**config.mk**
```make
export PLATFORM = sky130hd
export DESIGN_NAME = alu_reg_ctrl
export DESIGN_NICKNAME = d
export VERILOG_FILES = /design/src/rtl/alu_reg_ctrl.sv
export SDC_FILE = /design/constraint.sdc
export NUM_CORES = 1
export LEC_CHECK = 0
export ABC_AREA = 1
export CAP_MARGIN = 0
export CORE_MARGIN = 4
export CORE_UTILIZATION = 30
export DETAILED_ROUTE_END_ITERATION = 8
export GPL_TIMING_DRIVEN = 0
export PLACE_DENSITY_LB_ADDON = 0.15
export SLEW_MARGIN = 20
export SYNTH_ARGS = -nofsm -noshare
export SYNTH_HDL_FRONTEND = slang
export SYNTH_SLANG_ARGS = --single-unit
```
**constraint.sdc**
```tcl
create_clock -name clk -period 1.2 [get_ports clk]
set_input_delay 0.24 -clock clk [delete_from_list [all_inputs] [get_ports clk]]
set_output_delay 0.24 -clock clk [all_outputs]
set_load 0.01 [all_outputs]
```
**src/rtl/alu_reg_ctrl.sv**
```systemverilog
// Instruction sequencer for a reg_file + alu datapath pair.
// Accepts one instruction per valid/ready handshake, reads operands, captures the
// ALU result, writes it back to rd, then presents result + zero flag until accepted.
// Immediate instructions skip the execute step and write the immediate directly.
module alu_reg_ctrl #(
   parameter int unsigned WIDTH = 8,
   parameter int unsigned AW    = 3,
   parameter int unsigned OPW   = 3
) (
   input  logic             clk,
   input  logic             reset,
   input  logic             instr_valid,
   output logic             instr_ready,
   input  logic [OPW-1:0]   instr_op,
   input  logic             instr_imm_en,
   input  logic [WIDTH-1:0] instr_imm,
   input  logic [AW-1:0]    instr_rd,
   input  logic [AW-1:0]    instr_rs1,
   input  logic [AW-1:0]    instr_rs2,
   output logic             rf_load,
   output logic [WIDTH-1:0] rf_d,
   output logic [AW-1:0]    rf_sel_w,
   output logic [AW-1:0]    rf_sel_r1,
   output logic [AW-1:0]    rf_sel_r2,
   output logic [OPW-1:0]   alu_op,
   input  logic [WIDTH-1:0] alu_result,
   input  logic             alu_zero,
   output logic             done_valid,
   input  logic             done_ready,
   output logic [WIDTH-1:0] done_result,
   output logic             done_zero,
   output logic             busy
);

   typedef enum logic [1:0] {StIdle, StExec, StWb, StResp} state_e;

   state_e           state_q, state_d;
   logic [OPW-1:0]   op_q;
   logic [AW-1:0]    rd_q, rs1_q, rs2_q;
   logic [WIDTH-1:0] res_q, res_d;
   logic             zero_q, zero_d;
   logic             accept;

   assign accept = (state_q == StIdle) && instr_valid;

   // Latch the instruction fields on acceptance; they hold until the next instruction.
   always_ff @(posedge clk or negedge reset) begin
      if (!reset) begin
         op_q  <= '0;
         rd_q  <= '0;
         rs1_q <= '0;
         rs2_q <= '0;
      end else if (accept) begin
         op_q  <= instr_op;
         rd_q  <= instr_rd;
         rs1_q <= instr_rs1;
         rs2_q <= instr_rs2;
      end
   end

   // Result source: immediate at acceptance, ALU output at the end of EXEC.
   always_comb begin
      res_d  = res_q;
      zero_d = zero_q;
      if (accept && instr_imm_en) begin
         res_d  = instr_imm;
         zero_d = (instr_imm == '0);
      end else if (state_q == StExec) begin
         res_d  = alu_result;
         zero_d = alu_zero;
      end
   end

   // Result and zero-flag registers.
   always_ff @(posedge clk or negedge reset) begin
      if (!reset) begin
         res_q  <= '0;
         zero_q <= 1'b0;
      end else begin
         res_q  <= res_d;
         zero_q <= zero_d;
      end
   end

   // State register; async reset drops out of WB at once so no write can occur.
   always_ff @(posedge clk or negedge reset) begin
      if (!reset) begin
         state_q <= StIdle;
      end else begin
         state_q <= state_d;
      end
   end

   // Next-state and handshake/datapath control outputs.
   always_comb begin
      state_d     = state_q;
      instr_ready = 1'b0;
      rf_load     = 1'b0;
      done_valid  = 1'b0;
      busy        = 1'b1;
      unique case (state_q)
         StIdle: begin
            instr_ready = 1'b1;
            busy        = 1'b0;
            if (instr_valid) begin
               state_d = instr_imm_en ? StWb : StExec;
            end
         end
         StExec: begin
            state_d = StWb;
         end
         StWb: begin
            rf_load = 1'b1;
            state_d = StResp;
         end
         StResp: begin
            done_valid = 1'b1;
            if (done_ready) begin
               state_d = StIdle;
            end
         end
         default: begin
            state_d = StIdle;
         end
      endcase
   end

   // Addresses and op hold the latched values in every state to avoid glitching.
   assign rf_sel_w    = rd_q;
   assign rf_sel_r1   = rs1_q;
   assign rf_sel_r2   = rs2_q;
   assign alu_op      = op_q;
   assign rf_d        = res_q;
   assign done_result = res_q;
   assign done_zero   = zero_q;

endmodule

```
# Word level (Yosys, flattened, before mapping)
# Cells that the tools add are included.
[word_totals]
input_bits = 34
elab_cells = 30
register_bits = 23
out_inout_bits = 33
[op_classes]
eq_ne = 5
n_reduce_logical = 6
mux = 12
[op_table]
columns = ["cell", "n"]
rows = [
  ["$mux W8", 2],
  ["$logic_not A8 Y1", 1],
  ["$pmux W2 S4", 1],
  ["$mux W1", 6],
  ["$mux W2", 3],
  ["$eq A2 B2 Y1 const B", 2],
  ["$ne A2 B2 Y1 const B", 2],
  ["$eq A2 B1 Y1 const B", 1],
  ["$logic_and A1 B1 Y1", 2],
  ["$logic_not A2 Y1", 1],
  ["$reduce_and A2 Y1", 1],
  ["$reduce_bool A2 Y1", 1],
]

# Longest topological paths before layout
# Gate-level depths: netlist of the first run.
[depth]
depth_word = 4
mapped_depth = 9
depth_no_buf = 9

# Worst setup path before layout of the first run
# No wires, ideal clock.
[synth_path]
path_type = "reg-to-reg"
startpoint = "reg state_q[0]"
endpoint = "reg res_q[7], in the netlist done_result[7]"
synth_period_minus_slack_ps = 1433
slack_ps = -233
setup_time_ps = 121
t_arrival_ps = 1312
t_required_ps = 1079
stages_incl_launch_ff = 10
cell_sequence = "dfrtp_1 -> inv_1 -> ha_1 -> nand2_2 -> nor2_8 -> inv_6 -> nand2_8 -> inv_6 -> nand2_2 -> nand3_2"
[synth_via]
elab_chain_len = 4
word_cells_on_any_way = 6
cone_classes = "eq/ne (1); mux (1); reduce/logical (4)"
[synth_rtl]
columns = ["item", "line_no", "text"]
rows = [
  ["start: declaration", "37", "state_e state_q, state_d;"],
  ["start signal: assignment", "88", "state_q <= StIdle;"],
  ["start signal: assignment", "90", "state_q <= state_d;"],
  ["$logic_not A2 Y1", "44", "assign accept = (state_q == StIdle) && instr_valid;"],
  ["$logic_and A1 B1 Y1", "44", ""],
  ["$logic_and A1 B1 Y1", "65", "if (accept && instr_imm_en) begin"],
  ["$mux W8 or $reduce_bool A2 Y1 (tied branches)", "--", ""],
  ["end signal: assignment", "80", "res_q <= res_d;"],
  ["end: declaration", "40", "logic [WIDTH-1:0] res_q, res_d;"],
]
# Parallel ways exist; a longest one is shown, timed or not.
# A chain may end at the register's enable or synchronous reset.

# Worst setup path in the final report of the first run
[layout_path]
startpoint = "reg state_q[0]"
endpoint = "out done_valid"
[layout_via]
elab_chain_len = 2
[layout_rtl]
columns = ["item", "line_no", "text"]
rows = [
  ["$eq A2 B2 Y1", "101", "unique case (state_q)"],
  ["$mux W1", "101", ""],
  ["end: declaration", "28", "output logic done_valid,"],
]
# No other way between the ends.

==> impl_metrics.env, run 1 <==
export IMPL_status="complete, but fails checks"
export IMPL_violations="negative setup slack"
export IMPL_ant_nets=0
export IMPL_grtUsageTotal=0.142
export IMPL_clockBufferDepth=2
export IMPL_multiInputGateArea_sq_um=574
export IMPL_gp_congestion=0.718
export IMPL_tightest_slew_ns=0.537
export IMPL_syn_nets=180
export IMPL_area_delta_synth_final_pct=79.1
export IMPL_reg2reg_depth=9
export IMPL_rsz0062_at_grt="true"
export IMPL_clk_latency_ns=0.26
export IMPL_io_pins=67
export IMPL_period_needed_ns=1.37
export IMPL_die_y_um=72.1
export IMPL_core_sq_um=4000
export IMPL_ir_drop_mv=1.05
export IMPL_placed_area_sq_um=1980
export IMPL_synth_cells=141
export IMPL_die_area_sq_um=5200
export IMPL_finalCritPeriodShare=1.14
export IMPL_drt_wl_total_um=3490
export IMPL_final_util=0.552
export IMPL_hold_viol_final=0
export IMPL_n_antenna_cell=0
export IMPL_dpl_hpwl_um=2520
export IMPL_crit_slowest_cell="dfrtp_1"
export IMPL_fin_ws_ns=-0.171
export IMPL_ys_ff_latch=23
export IMPL_critical_path_max_stage_delay_ns=0.41
export IMPL_drt_iter0_markers=35
export IMPL_clk_pin_slew_worst_paths_ns=0.09
export IMPL_rr_startpoint="state_q[1]"
export IMPL_required_ns=0.96
export IMPL_route_vias_total=1200
export IMPL_final_common_cell="nand2_1"
export IMPL_rows=23
export IMPL_leakage_uw=0.00111
export IMPL_synth_cell_types=16
export IMPL_p_per_area_nw_per_um2=2370
export IMPL_drv_cap=0
export IMPL_cts_root_buf="clkbuf_8"
export IMPL_max_freq_mhz=729
export IMPL_stdcell_area_sq_um=2210
export IMPL_relSlewSlack=0.642
export IMPL_routedWlPerCell_um=12.5
export IMPL_grt_pass1_wl_um=5950
export IMPL_nets=269
export IMPL_synth_area_sq_um=1230
export IMPL_r2r_slack_ns=-0.13
export IMPL_first_global_vias=1303
export IMPL_hold_class="input port to async pin"
export IMPL_drive_gt1_frac=0.349
export IMPL_grt_start_max_net_pins=24
export IMPL_clock_skew_ns=0.00488
export IMPL_yosysSeqAreaShare=0.467
export IMPL_nFillCells=343
export IMPL_arrival_ns=1.13
export IMPL_crit_chain="buf_4 -> ha_2 -> buf_2"
export IMPL_worstSetupEndpointType="output port"
export IMPL_final_seq_area_sq_um=576
export IMPL_antenna_found_initial=0
export IMPL_h_tree_depth=1
export IMPL_overflow=0
export IMPL_cts_inserted_buffers=3
export IMPL_worstSetupPathType="register to output port"
export IMPL_synth_area_per_cell_sq_um=8.74
export IMPL_drc_errors=0
export IMPL_slew_viol_final=0
export IMPL_cts_sinks=23
export IMPL_io_buffers=66
export IMPL_final_cell_mix="nand2_1 (53), clkdlybuf4s50_1 (32), dfrtp_1 (23)"
export IMPL_cts_tree="yes"
export IMPL_drtPass1Iterations=4
export IMPL_fp_dieW_um=72.1
export IMPL_timing_rr_end="done_result[3]"
export IMPL_start_kind="register"
export IMPL_critPathMaxFanout=3
export IMPL_yosys_warnings=0
export IMPL_vias_per_cell=4.30
export IMPL_setup_viol_count_final=13
export IMPL_start_util=0.308
synthesized netlist by cell type:
library cell | instances | share of area
nor2_8 | 1 | 0.016
buf_4 | 8 | 0.049
o21ai_0 | 5 | 0.020
inv_6 | 2 | 0.014
buf_2 | 2 | 0.0081
nor2_1 | 4 | 0.012
nand2_1 | 53 | 0.16
nand2_8 | 1 | 0.016
nand3_2 | 8 | 0.065
clkbuf_2 | 1 | 0.0041
nand3_1 | 8 | 0.032
o22ai_1 | 1 | 0.0051
inv_1 | 9 | 0.027
nand2_2 | 10 | 0.051
ha_1 | 5 | 0.051
dfrtp_1 | 23 | 0.47
critical path: cells and delay by family (launching register included):
kind	cells	cell delay [ns]
flops	1	0.41
buf+inv	2	0.29
fa+ha+maj	1	0.18
through the flow:
stage	power, uW	hold WS, ns	setup TNS [ns]	worst slack [ns]	instances
after floorplan	2910	-0.0556	-0.917	-0.104	141
after global placement	4270	0.462	-15.20	-0.404	257
after detailed placement	4360	0.466	-16.66	-0.432	257
after CTS	5070	0.335	-1.89	-0.211	276
after global routing	5660	0.496	-3.33	-0.221	279
final	5220	0.482	-1.71	-0.171	279
worst max path at each step:
| stage | start | to | slack, ns | cells after the start |
|---|---|---|---|---|
| 2_1_floorplan | state_q[1] | done_result[7] | -0.10 | 9 |
| 3_3_place_gp | reset | rf_sel_r1[1] | -0.40 | 1 |
| 3_5_place_dp | reset | rf_sel_r1[1] | -0.43 | 1 |
| 4_1_cts | state_q[0] | done_valid | -0.21 | 3 |
| 5_1_grt | state_q[1] | done_result[5] | -0.22 | 9 |
| 6_report | state_q[0] | done_valid | -0.17 | 3 |
logic make-up after synthesis:
group,synth area share
flip-flops,0.467
AO/OA/AOI/OAI,0.0254
adder cells (fa/ha/maj),0.0508
AND/OR/NAND/NOR,0.354
buffers and inverters,0.103
sequential cells by signal, summed over array words and instances, names as in the netlist:
register	flops
done_result	8
alu_op	3
rf_sel_r1	3
rf_sel_r2	3
rf_sel_w	3
state_q	2
done_zero	1
what timing repair did:
item | 4_1_cts | 5_1_grt
hold buffers | 0 | 1
endpoints found under the hold margin | 0 | 23
endpoints found under the setup margin | 77 | 48
resized for setup | 98 | 28
pin swaps | 3 | 1
setup buffers | 18 | 4
final cells by class:
| class | instances | share of cell area |
|---|---|---|
| repair buffers | 88 | 0.376 |
| flip-flops and latches | 23 | 0.261 |
| multi-input cells | 96 | 0.260 |
| plain buffers | 7 | 0.0289 |
| well taps | 50 | 0.0283 |
| inverters | 11 | 0.0244 |
| clock buffers | 3 | 0.0187 |
| clock inverters | 1 | 0.00227 |
metal layers:
layer  up-vias  wire (um)  global-route usage
met2        43       1860               0.262
met3         2        253              0.0346
met5         -          0                   0
li1        604          -                   -
met4         0         14              0.0313
met1       551       1360               0.165
power breakdown:
part	leakage [uW]	total [uW]	internal, uW	switching (uW)
logic	0.000801	3340	1840	1500
registers	0.000285	1390	1150	243
clock network	0.0000255	490	232	258
total	0.00111	5220	3220	2000
No activity file was read; power rests on OpenSTA's default activity.
==> run 2: changes to the inputs <==
--- a/config.mk
+++ b/config.mk
@@ -6,12 +6,15 @@
 export NUM_CORES = 1
 export LEC_CHECK = 0
 export ABC_AREA = 1
+export ABC_CLOCK_PERIOD_IN_PS = 1200
 export CAP_MARGIN = 0
+export CELL_PAD_IN_SITES_DETAIL_PLACEMENT = 0
+export CELL_PAD_IN_SITES_GLOBAL_PLACEMENT = 1
 export CORE_MARGIN = 4
-export CORE_UTILIZATION = 30
+export CORE_UTILIZATION = 24
 export DETAILED_ROUTE_END_ITERATION = 8
 export GPL_TIMING_DRIVEN = 0
-export PLACE_DENSITY_LB_ADDON = 0.15
+export PLACE_DENSITY_LB_ADDON = 0.1
 export SLEW_MARGIN = 20
 export SYNTH_ARGS = -nofsm -noshare
 export SYNTH_HDL_FRONTEND = slang
==> impl_metrics.env, run 2 (synthesized netlist as in run 1, its figures left out) <==
export IMPL_fin_ws_ns=-0.168
export IMPL_grt_start_max_net_pins=24
export IMPL_vias_per_cell=4.04
export IMPL_worstSetupEndpointType="register"
export IMPL_largest_register_ffs=8
export IMPL_critical_path_startpoint="state_q[1]"
export IMPL_overflow=0
export IMPL_critPathMaxFanout=9
export IMPL_required_ns=1.35
export IMPL_start_kind="register"
export IMPL_hold_viol_final=0
export IMPL_area_delta_synth_final_pct=86.8
export IMPL_drive_gt1_frac=0.363
export IMPL_cts_sinks=23
export IMPL_clockBufferDepth=2
export IMPL_drt_iter0_markers=33
export IMPL_intPower_uw=3310
export IMPL_io_pins=67
export IMPL_rows=25
export IMPL_dpl_hpwl_um=2570
export IMPL_hold_class="register to register"
export IMPL_die_area_sq_um=6350
export IMPL_wl_met3_um=239
export IMPL_nFillCells=492
export IMPL_h_tree_depth=1
export IMPL_grtUsageTotal=0.112
export IMPL_topRoutingLayerUsed="met4"
export IMPL_final_common_cell="nand2_1"
export IMPL_drtPass1Iterations=4
export IMPL_netSwitchingPower_uw=1990
export IMPL_clk_latency_ns=0.26
export IMPL_start_util=0.254
export IMPL_cts_root_buf="clkbuf_8"
export IMPL_power_frac_clock=0.091
export IMPL_arrival_ns=1.52
export IMPL_tightest_slew_ns=0.552
export IMPL_cts_tree="yes"
export IMPL_final_cell_mix="nand2_1 (53), clkdlybuf4s50_1 (32), buf_4 (28)"
export IMPL_setup_viol_count_final=26
export IMPL_switching_share=0.375
export IMPL_max_freq_mhz=731
export IMPL_period_needed_ns=1.37
export IMPL_drv_cap=0
export IMPL_nets=280
export IMPL_pwr_share_comb=0.647
export IMPL_slew_viol_final=0
export IMPL_drc_errors=0
export IMPL_reg2reg_depth=9
export IMPL_holdWs_ns=0.477
export IMPL_gp_congestion=0.738
export IMPL_routedWlPerCell_um=11.7
export IMPL_ant_nets=0
export IMPL_clk_pin_slew_worst_paths_ns=0.08
export IMPL_first_global_vias=1166
export IMPL_ir_drop_mv=1.01
export IMPL_wl_met1_um=1620
export IMPL_holdPathStages=2
export IMPL_clock_skew_ns=0.00308
export IMPL_cts_inserted_buffers=3
export IMPL_status="complete, but fails checks"
export IMPL_p_per_area_nw_per_um2=2300
export IMPL_hold_start="rf_sel_r2[1]"
export IMPL_violations="negative setup slack"
export IMPL_relSlewSlack=0.632
export IMPL_seqPwrFrac=0.263
export IMPL_die_y_um=79.7
export IMPL_n_antenna_cell=0
export IMPL_io_buffers=66
export IMPL_leakage_uw=0.00117
export IMPL_antenna_found_initial=0
export IMPL_grt_pass1_wl_um=5620
export IMPL_rsz0062_at_grt="true"
export IMPL_finalCritPeriodShare=1.14
export IMPL_route_vias_total=1241
export IMPL_rr_startpoint="state_q[1]"
export IMPL_preCtsSetupSlack_ns=-0.382
export IMPL_core_sq_um=4850
export IMPL_fp_dieW_um=79.7
export IMPL_drt_wl_total_um=3580
export IMPL_worstSetupPathType="register to register"
export IMPL_met2_length_um=1710
## run 2: changes by cell type in the layout (fill, tap and decap cells not counted), sizes merged
| cell | change |
|---|---|
| buf | +9 |
| clkbuf | +2 |
| clkdlybuf4s15 | -4 |
| dlygate4sd2 | +3 |
| inv | +1 |
## run 2: through the flow
| step | TNS (ns) | cell area, sq um | utilization | power [uW] | cells |
|---|---|---|---|---|---|
| finish | -2.56 | 2300 | 0.475 | 5300 | 307 |
| global route | -4.95 | 2300 | 0.475 | 5760 | 307 |
| CTS | -2.33 | 2180 | 0.449 | 5020 | 297 |
| detailed placement | -6.91 | 1990 | 0.411 | 4350 | 274 |
| global placement | -16.57 | 2000 | 0.412 | 4310 | 274 |
| floorplan | -0.917 | 1250 | - | 2910 | 141 |
## run 2: per-layer routing
| metal | track usage | up-vias |
|---|---|---|
| li1 | - | 628 |
| met1 | 0.151 | 579 |
| met2 | 0.174 | 32 |
| met3 | 0.0316 | 2 |
| met4 | 0.0309 | 0 |
| met5 | 0 | - |
## run 2: timing repair
item | CTS | global route
hold buffers | 1 | 0
pin swaps | 3 | 2
hold endpoints to repair | 23 | 0
gates resized for setup | 92 | 29
buffers inserted | 19 | 11
cloned | 1 | 1
endpoints found under the setup margin | 54 | 47
## run 2: final timing paths
path | end | slack, ns
max | done_result[3] | -0.17
min | rf_sel_r2[1] | 0.48
max reg2reg | done_result[3] | -0.17
min reg2reg | rf_sel_r2[1] | 0.48
max in group asynchronous | rf_sel_r2[0] | 0.34
min in group asynchronous | done_result[3] | 0.49
## run 2: critical path, cell delays in order, from the launching register on
cell and delay (ns):
dfrtp_1 0.41, inv_2 0.10, ha_4 0.17, nand2_4 0.07, nor2_8 0.21, inv_8 0.07, nand2_8 0.07, inv_8 0.05
nand2_2 0.05, nand3_2 0.05
## run 2: final cells by class
type / instances / area, sq um / share of cell area
clock buffer: 3 / 41.3 / 0.0179
buffer: 8 / 78.8 / 0.0342
inverter: 11 / 58.8 / 0.0255
clock inverter: 1 / 5.00 / 0.00217
multi-input combinational: 96 / 563 / 0.245
sequential: 23 / 576 / 0.250
timing repair inverter: 1 / 6.26 / 0.00272
timing repair buffer: 97 / 890 / 0.386
tap: 67 / 83.8 / 0.0364
## run 2: power by group through the flow
stage	clock network [uW]	logic, uW	registers [uW]
after detailed placement	0	2920	1430
after global routing	552	3760	1440
after floorplan	0	1340	1570
after global placement	0	2880	1420
final	482	3430	1390
after CTS	509	3130	1380
